<file path="config.mk">
export PLATFORM = sky130hd
export DESIGN_NAME = blood_sample_sequencer
export DESIGN_NICKNAME = d
export VERILOG_FILES = /design/src/rtl/blood_pkg.sv /design/src/rtl/blood_sample_fifo.sv /design/src/rtl/blood_sample_sequencer.sv
export SDC_FILE = /design/constraint.sdc
export NUM_CORES = 1
export LEC_CHECK = 0
export ABC_AREA = 1
export CAP_MARGIN = 0
export CORE_UTILIZATION = 32
export CTS_CLUSTER_SIZE = 20
export DETAILED_ROUTE_END_ITERATION = 16
export PLACE_DENSITY_LB_ADDON = 0.1
export SLEW_MARGIN = 20
export SYNTH_ARGS = -nofsm -noshare
export SYNTH_HDL_FRONTEND = slang
export SYNTH_SLANG_ARGS = --single-unit
</file>
<file path="constraint.sdc">
create_clock -name clk -period 4.1 [get_ports clk]
set_clock_uncertainty 0.2 [all_clocks]
set_input_delay 0.82 -clock clk [delete_from_list [all_inputs] [get_ports clk]]
set_output_delay 0.82 -clock clk [all_outputs]
set_load 0.005 [all_outputs]
</file>
<file path="src/rtl/blood_pkg.sv">
// blood_pkg: shared widths, the sample record and the sequencer state type
// for the blood sample sequencer and its FIFO.
package blood_pkg;

  localparam int PH_W   = 4;
  localparam int TYPE_W = 3;
  localparam int CNT_W  = 8;

  // One buffered sample. The type field is called btype because "type" is a
  // reserved word.
  typedef struct packed {
    logic [PH_W-1:0]   ph;
    logic [TYPE_W-1:0] btype;
  } blood_sample_t;

  typedef enum logic [1:0] {
    IDLE   = 2'd0,
    DRIVE  = 2'd1,
    REPORT = 2'd2
  } seq_state_t;

  // Increment that sticks at all-ones instead of wrapping.
  function automatic logic [CNT_W-1:0] sat_inc(input logic [CNT_W-1:0] v);
    return (v == {CNT_W{1'b1}}) ? v : v + CNT_W'(1);
  endfunction

endpackage

</file>
<file path="src/rtl/blood_sample_fifo.sv">
// blood_sample_fifo: DEPTH-entry FIFO of blood_sample_t with first-word
// fall-through head. Full/empty come from a registered occupancy counter one
// bit wider than the pointers. A push while full is refused even if a pop
// happens in the same cycle.
module blood_sample_fifo
  import blood_pkg::*;
#(
  parameter int DEPTH = 8
) (
  input  logic          i_clk,
  input  logic          i_rst_n,
  input  logic          i_push,
  input  blood_sample_t i_data,
  output logic          o_full,
  input  logic          i_pop,
  output blood_sample_t o_head,
  output logic          o_empty
);

  localparam int         AW      = $clog2(DEPTH);
  localparam logic [AW:0] LP_FULL = (AW+1)'(DEPTH);

  blood_sample_t r_mem [DEPTH];
  logic [AW-1:0] r_wr_ptr;
  logic [AW-1:0] r_rd_ptr;
  logic [AW:0]   r_count;
  logic          w_push;
  logic          w_pop;

  assign o_full  = (r_count == LP_FULL);
  assign o_empty = (r_count == '0);
  assign w_push  = i_push && !o_full;
  assign w_pop   = i_pop && !o_empty;
  assign o_head  = r_mem[r_rd_ptr];

  // Sample storage; contents are only meaningful between the pointers.
  always_ff @(posedge i_clk) begin
    if (w_push) begin
      r_mem[r_wr_ptr] <= i_data;
    end
  end

  // Pointers wrap naturally modulo DEPTH; occupancy tracks full vs empty.
  always_ff @(posedge i_clk or negedge i_rst_n) begin
    if (!i_rst_n) begin
      r_wr_ptr <= '0;
      r_rd_ptr <= '0;
      r_count  <= '0;
    end else begin
      if (w_push) begin
        r_wr_ptr <= r_wr_ptr + AW'(1);
      end
      if (w_pop) begin
        r_rd_ptr <= r_rd_ptr + AW'(1);
      end
      case ({w_push, w_pop})
        2'b10:   r_count <= r_count + (AW+1)'(1);
        2'b01:   r_count <= r_count - (AW+1)'(1);
        default: r_count <= r_count;
      endcase
    end
  end

endmodule

</file>
<file path="src/rtl/blood_sample_sequencer.sv">
// blood_sample_sequencer: pops buffered samples, holds each on the detector
// inputs for DWELL_CYCLES cycles, captures the detector verdict on the last
// dwell edge and returns it with the sample on a valid/ready result port.
// Define BLOOD_SEQ_STATS_EN to build the saturating result counters;
// otherwise abnormal_count/total_count read 0.
module blood_sample_sequencer
  import blood_pkg::*;
#(
  parameter int DWELL_CYCLES = 4,
  parameter int DEPTH        = 8
) (
  input  logic              clk,
  input  logic              rst_n,
  input  logic              wr_valid,
  output logic              wr_ready,
  input  logic [PH_W-1:0]   wr_ph,
  input  logic [TYPE_W-1:0] wr_type,
  output logic [PH_W-1:0]   bloodPH,
  output logic [TYPE_W-1:0] bloodType,
  input  logic              bloodAbnormality,
  output logic              res_valid,
  input  logic              res_ready,
  output logic [PH_W-1:0]   res_ph,
  output logic [TYPE_W-1:0] res_type,
  output logic              res_abnormal,
  output logic              busy,
  output logic [CNT_W-1:0]  abnormal_count,
  output logic [CNT_W-1:0]  total_count
);

  localparam logic [7:0] LP_DWELL_LOAD = 8'(DWELL_CYCLES - 1);

  seq_state_t    r_state;
  logic [7:0]    r_dwell;
  blood_sample_t r_drv;
  blood_sample_t r_res;
  logic          r_res_valid;
  logic          r_res_abnormal;

  blood_sample_t w_wr_sample;
  blood_sample_t w_head;
  logic          w_full;
  logic          w_empty;
  logic          w_pop;

  assign w_wr_sample = '{ph: wr_ph, btype: wr_type};

  // A new sample is taken only from IDLE, so the detector inputs never
  // change while a result is outstanding.
  assign w_pop = (r_state == IDLE) && !w_empty;

  blood_sample_fifo #(
    .DEPTH(DEPTH)
  ) u_fifo (
    .i_clk   (clk),
    .i_rst_n (rst_n),
    .i_push  (wr_valid),
    .i_data  (w_wr_sample),
    .o_full  (w_full),
    .i_pop   (w_pop),
    .o_head  (w_head),
    .o_empty (w_empty)
  );

  assign wr_ready     = !w_full;
  assign bloodPH      = r_drv.ph;
  assign bloodType    = r_drv.btype;
  assign res_valid    = r_res_valid;
  assign res_ph       = r_res.ph;
  assign res_type     = r_res.btype;
  assign res_abnormal = r_res_abnormal;
  assign busy         = (r_state != IDLE) || !w_empty;

  // Sequencing FSM: fetch, dwell, then hold the result until accepted.
  always_ff @(posedge clk or negedge rst_n) begin
    if (!rst_n) begin
      r_state        <= IDLE;
      r_dwell        <= '0;
      r_drv          <= '0;
      r_res          <= '0;
      r_res_valid    <= 1'b0;
      r_res_abnormal <= 1'b0;
    end else begin
      case (r_state)
        IDLE: begin
          if (!w_empty) begin
            r_drv   <= w_head;
            r_dwell <= LP_DWELL_LOAD;
            r_state <= DRIVE;
          end
        end
        DRIVE: begin
          // Verdict is sampled only here, so earlier detector glitches
          // during the dwell have no effect.
          if (r_dwell == 8'd0) begin
            r_res          <= r_drv;
            r_res_abnormal <= bloodAbnormality;
            r_res_valid    <= 1'b1;
            r_state        <= REPORT;
          end else begin
            r_dwell <= r_dwell - 8'd1;
          end
        end
        REPORT: begin
          if (res_ready) begin
            r_res_valid <= 1'b0;
            r_state     <= IDLE;
          end
        end
        default: begin
          r_state <= IDLE;
        end
      endcase
    end
  end

`ifdef BLOOD_SEQ_STATS_EN
  logic [CNT_W-1:0] r_abn_cnt;
  logic [CNT_W-1:0] r_tot_cnt;
  logic             w_res_accept;

  assign w_res_accept   = r_res_valid && res_ready;
  assign abnormal_count = r_abn_cnt;
  assign total_count    = r_tot_cnt;

  // Saturating statistics, updated on each accepted result.
  always_ff @(posedge clk or negedge rst_n) begin
    if (!rst_n) begin
      r_abn_cnt <= '0;
      r_tot_cnt <= '0;
    end else if (w_res_accept) begin
      r_tot_cnt <= sat_inc(r_tot_cnt);
      if (r_res_abnormal) begin
        r_abn_cnt <= sat_inc(r_abn_cnt);
      end
    end
  end
`else
  assign abnormal_count = '0;
  assign total_count    = '0;
`endif

endmodule

</file>
==> metrics.txt <==
Initial Utilization 33.50%; Final period util between 60% and 70%; hpwl dp between 6 and 7 mm; GR Util All Layers approximately 15%; Mean Syn Cell Area a little over 10 um2; # rows 40; Arr. time, crit path around 1.5 ns; Core Area 12210 um2; min-delay src res_ph[3]$_DFFE_PN0P_; buffer count from post-CTS setup fixing 0; fin crit period approximately 2.5 ns; Hold Path Class register to register; Startpoint Class register; CTS sink cnt 92; Lkg Pwr a little under 2 nW; Worst VDD drop 271.1 uV; Slew @ Worst Pin approximately 0.86 ns; fin nets between 400 and 500; top-count cell post-synth nand2_1; Wirelength per Cell around 15 um; PwrDens ~740 nW/um2; antenna cells 0; CTS Hold Buffers Added 0; total gr overflow 0; Final Slew Violations 0; largest net degree at the start of global routing 37; Final Hold Violating Endpoints 0; Synth Flop Type edfxtp_1; drt pass-1 iters 4; Synth area leader edfxtp_1; synth top area cells edfxtp_1 (41%), dfrtp_1 (22%), nand2_1 (6.4%), nor2_1 (6.0%), nand3_1 (4.5%); TritonCTS buffer count 9; Die Footprint about 13000 um2; WL final approximately 9.2 mm; vias in the first global route 2636; critical path endpoint category output port; # DRC 0; Die X ~120 um; Post-Syn Area roughly 4100 um2; Netlist cell types 30; Syn-to-layout area delta 15.84%; routed vias/inst roughly 4.5; die span in y 115.1 um; slew margin rel. 42.50%; Fillers 1267; placer congestion estimate around 0.74; DRT antenna net count 0; vias around 2700; clock-pin slew on the worst setup and hold paths about 0.060 ns; Max Cap Viol 0; Iter 0 DRT Violations approximately 130; Yosys Warn Count 0; initial antenna violation count 0; clock root buffer clkbuf_16; Setup Crit Path Kind register to output port; RR Startpoint u_fifo.r_count[0]$_DFFE_PN0P_; CTS resizes 0; outcome complete, no violations; Yosys top cell area share between 40% and 50%; post-synthesis sequential area ratio 63.12%; final setup fails 0; CTS Buffer Depth 2; number of I/O pins 46; Worst Path Required 3.08 ns; H-Tree Depth 3; RSZ-0062 raised after global routing false; Worst Setup SP u_fifo.r_count[0]$_DFFE_PN0P_; first-pass GRT wire length ~15 mm; Synth top cells by count nand2_1 (70), nor2_1 (65), edfxtp_1 (56); FF+latch count, synth roughly 90; critical path fanouts, max 5; number of synthesized flops with an enable pin 56; Async SR Flop Fraction ~40%; setup_tns 0 ns; worst skew pair latency 0.35 ns; Max Fclk 392.4 MHz; share of cells above drive strength 1 around 7.9%; TritonCTS clock tree yes; # port buffers 29; hold slack ~0.27 ns; Syn Inst Count around 400
==> per-layer routing <==
metal / share of wire, % / wire (um) / GRT usage [%]
met1: 48 / 4434 / 19.59
met2: 48 / 4351 / 24.62
met3: 2.2 / 203 / 2.583
met4: 1.8 / 168 / 6.753
met5: 0 / 0 / 0
==> report_power, final <==
part	internal [mW]	total, mW	switching, mW
registers	1.23	1.41	0.176
logic	0.486	1.31	0.824
clock network	0.412	0.776	0.364
==> kinds of logic (layout without fill, tap and decap cells) <==
kind of cell               Yosys count  in the layout  synth area share, %
other                                1             16              0.09166
adders and majority gates            7              7                2.141
DFF                                 92             92                63.12
AOI/OAI and AO/OA                   49             49                6.575
buffers and inverters               53             72                6.911
xor gates and xnor gates             7              7                1.499
and+or+nand+nor                    187            187                19.66
==> final timing paths <==
check                                            endpoint  slack, ns  depth (start not counted)
max                                              wr_ready       1.55                          3
min                                 res_ph[3]$_DFFE_PN0P_       0.27                          2
max reg2reg                 u_fifo.r_count[2]$_DFFE_PN0P_       1.71                         11
min reg2reg                         res_ph[3]$_DFFE_PN0P_       0.27                          2
max in group asynchronous  u_fifo.r_rd_ptr[1]$_DFFE_PN0P_       2.78                          1
min in group asynchronous          r_dwell[4]$_DFFE_PN0P_       0.39                          1
==> layout make-up <==
cell class / instances / area [um2] / share of cell area, %
Clock buffer: 10 / 229.0 / 4.831
Sequential cell: 92 / 2582 / 54.49
Clock inverter: 6 / 40.04 / 0.8448
Timing Repair Buffer: 30 / 292.8 / 6.177
Tap cell: 168 / 210.2 / 4.435
Multi-Input combinational cell: 266 / 1282 / 27.06
Inverter: 26 / 102.6 / 2.165
==> registers in the layout, summed over array words and instances, names as in the netlist <==
| name | count |
|---|---|
| u_fifo.r_mem | 56 |
| r_dwell | 8 |
| bloodPH | 4 |
| res_ph | 4 |
| u_fifo.r_count | 4 |
| bloodType | 3 |
| res_type | 3 |
| u_fifo.r_rd_ptr | 3 |
| u_fifo.r_wr_ptr | 3 |
| r_state | 2 |
| res_abnormal | 1 |
| res_valid | 1 |
==> stage by stage <==
stage,power [mW],cell area [um2],instances,util [%],worst slack [ns]
detailed placement,2.759,4471,582,36.61,1.273
floorplan,2.319,4148,411,-,1.891
finish,3.496,4740,598,38.81,1.551
global route,3.770,4740,598,38.81,1.461
global placement,2.740,4471,582,36.61,1.298
CTS,3.542,4740,598,38.81,1.520
==> layout by cell type, fill, tap and decap left out, types with 9 or more instances in the layout <==
cell type	n
nand2_1	70
nor2_1	65
edfxtp_1	56
nand3_1	37
dfrtp_1	36
clkdlybuf4s50_1	28
o21ai_1	22
inv_1	17
o21ai_0	16
conb_1	16
clkbuf_16	9
==> worst max-delay path: stages, from the launching register on <==
cell             delay (ns)
dfrtp_1                0.44
nor2_2                 0.17
nand3_1                0.12
clkdlybuf4s50_1        0.46
(Power assumes the default switching activity.)
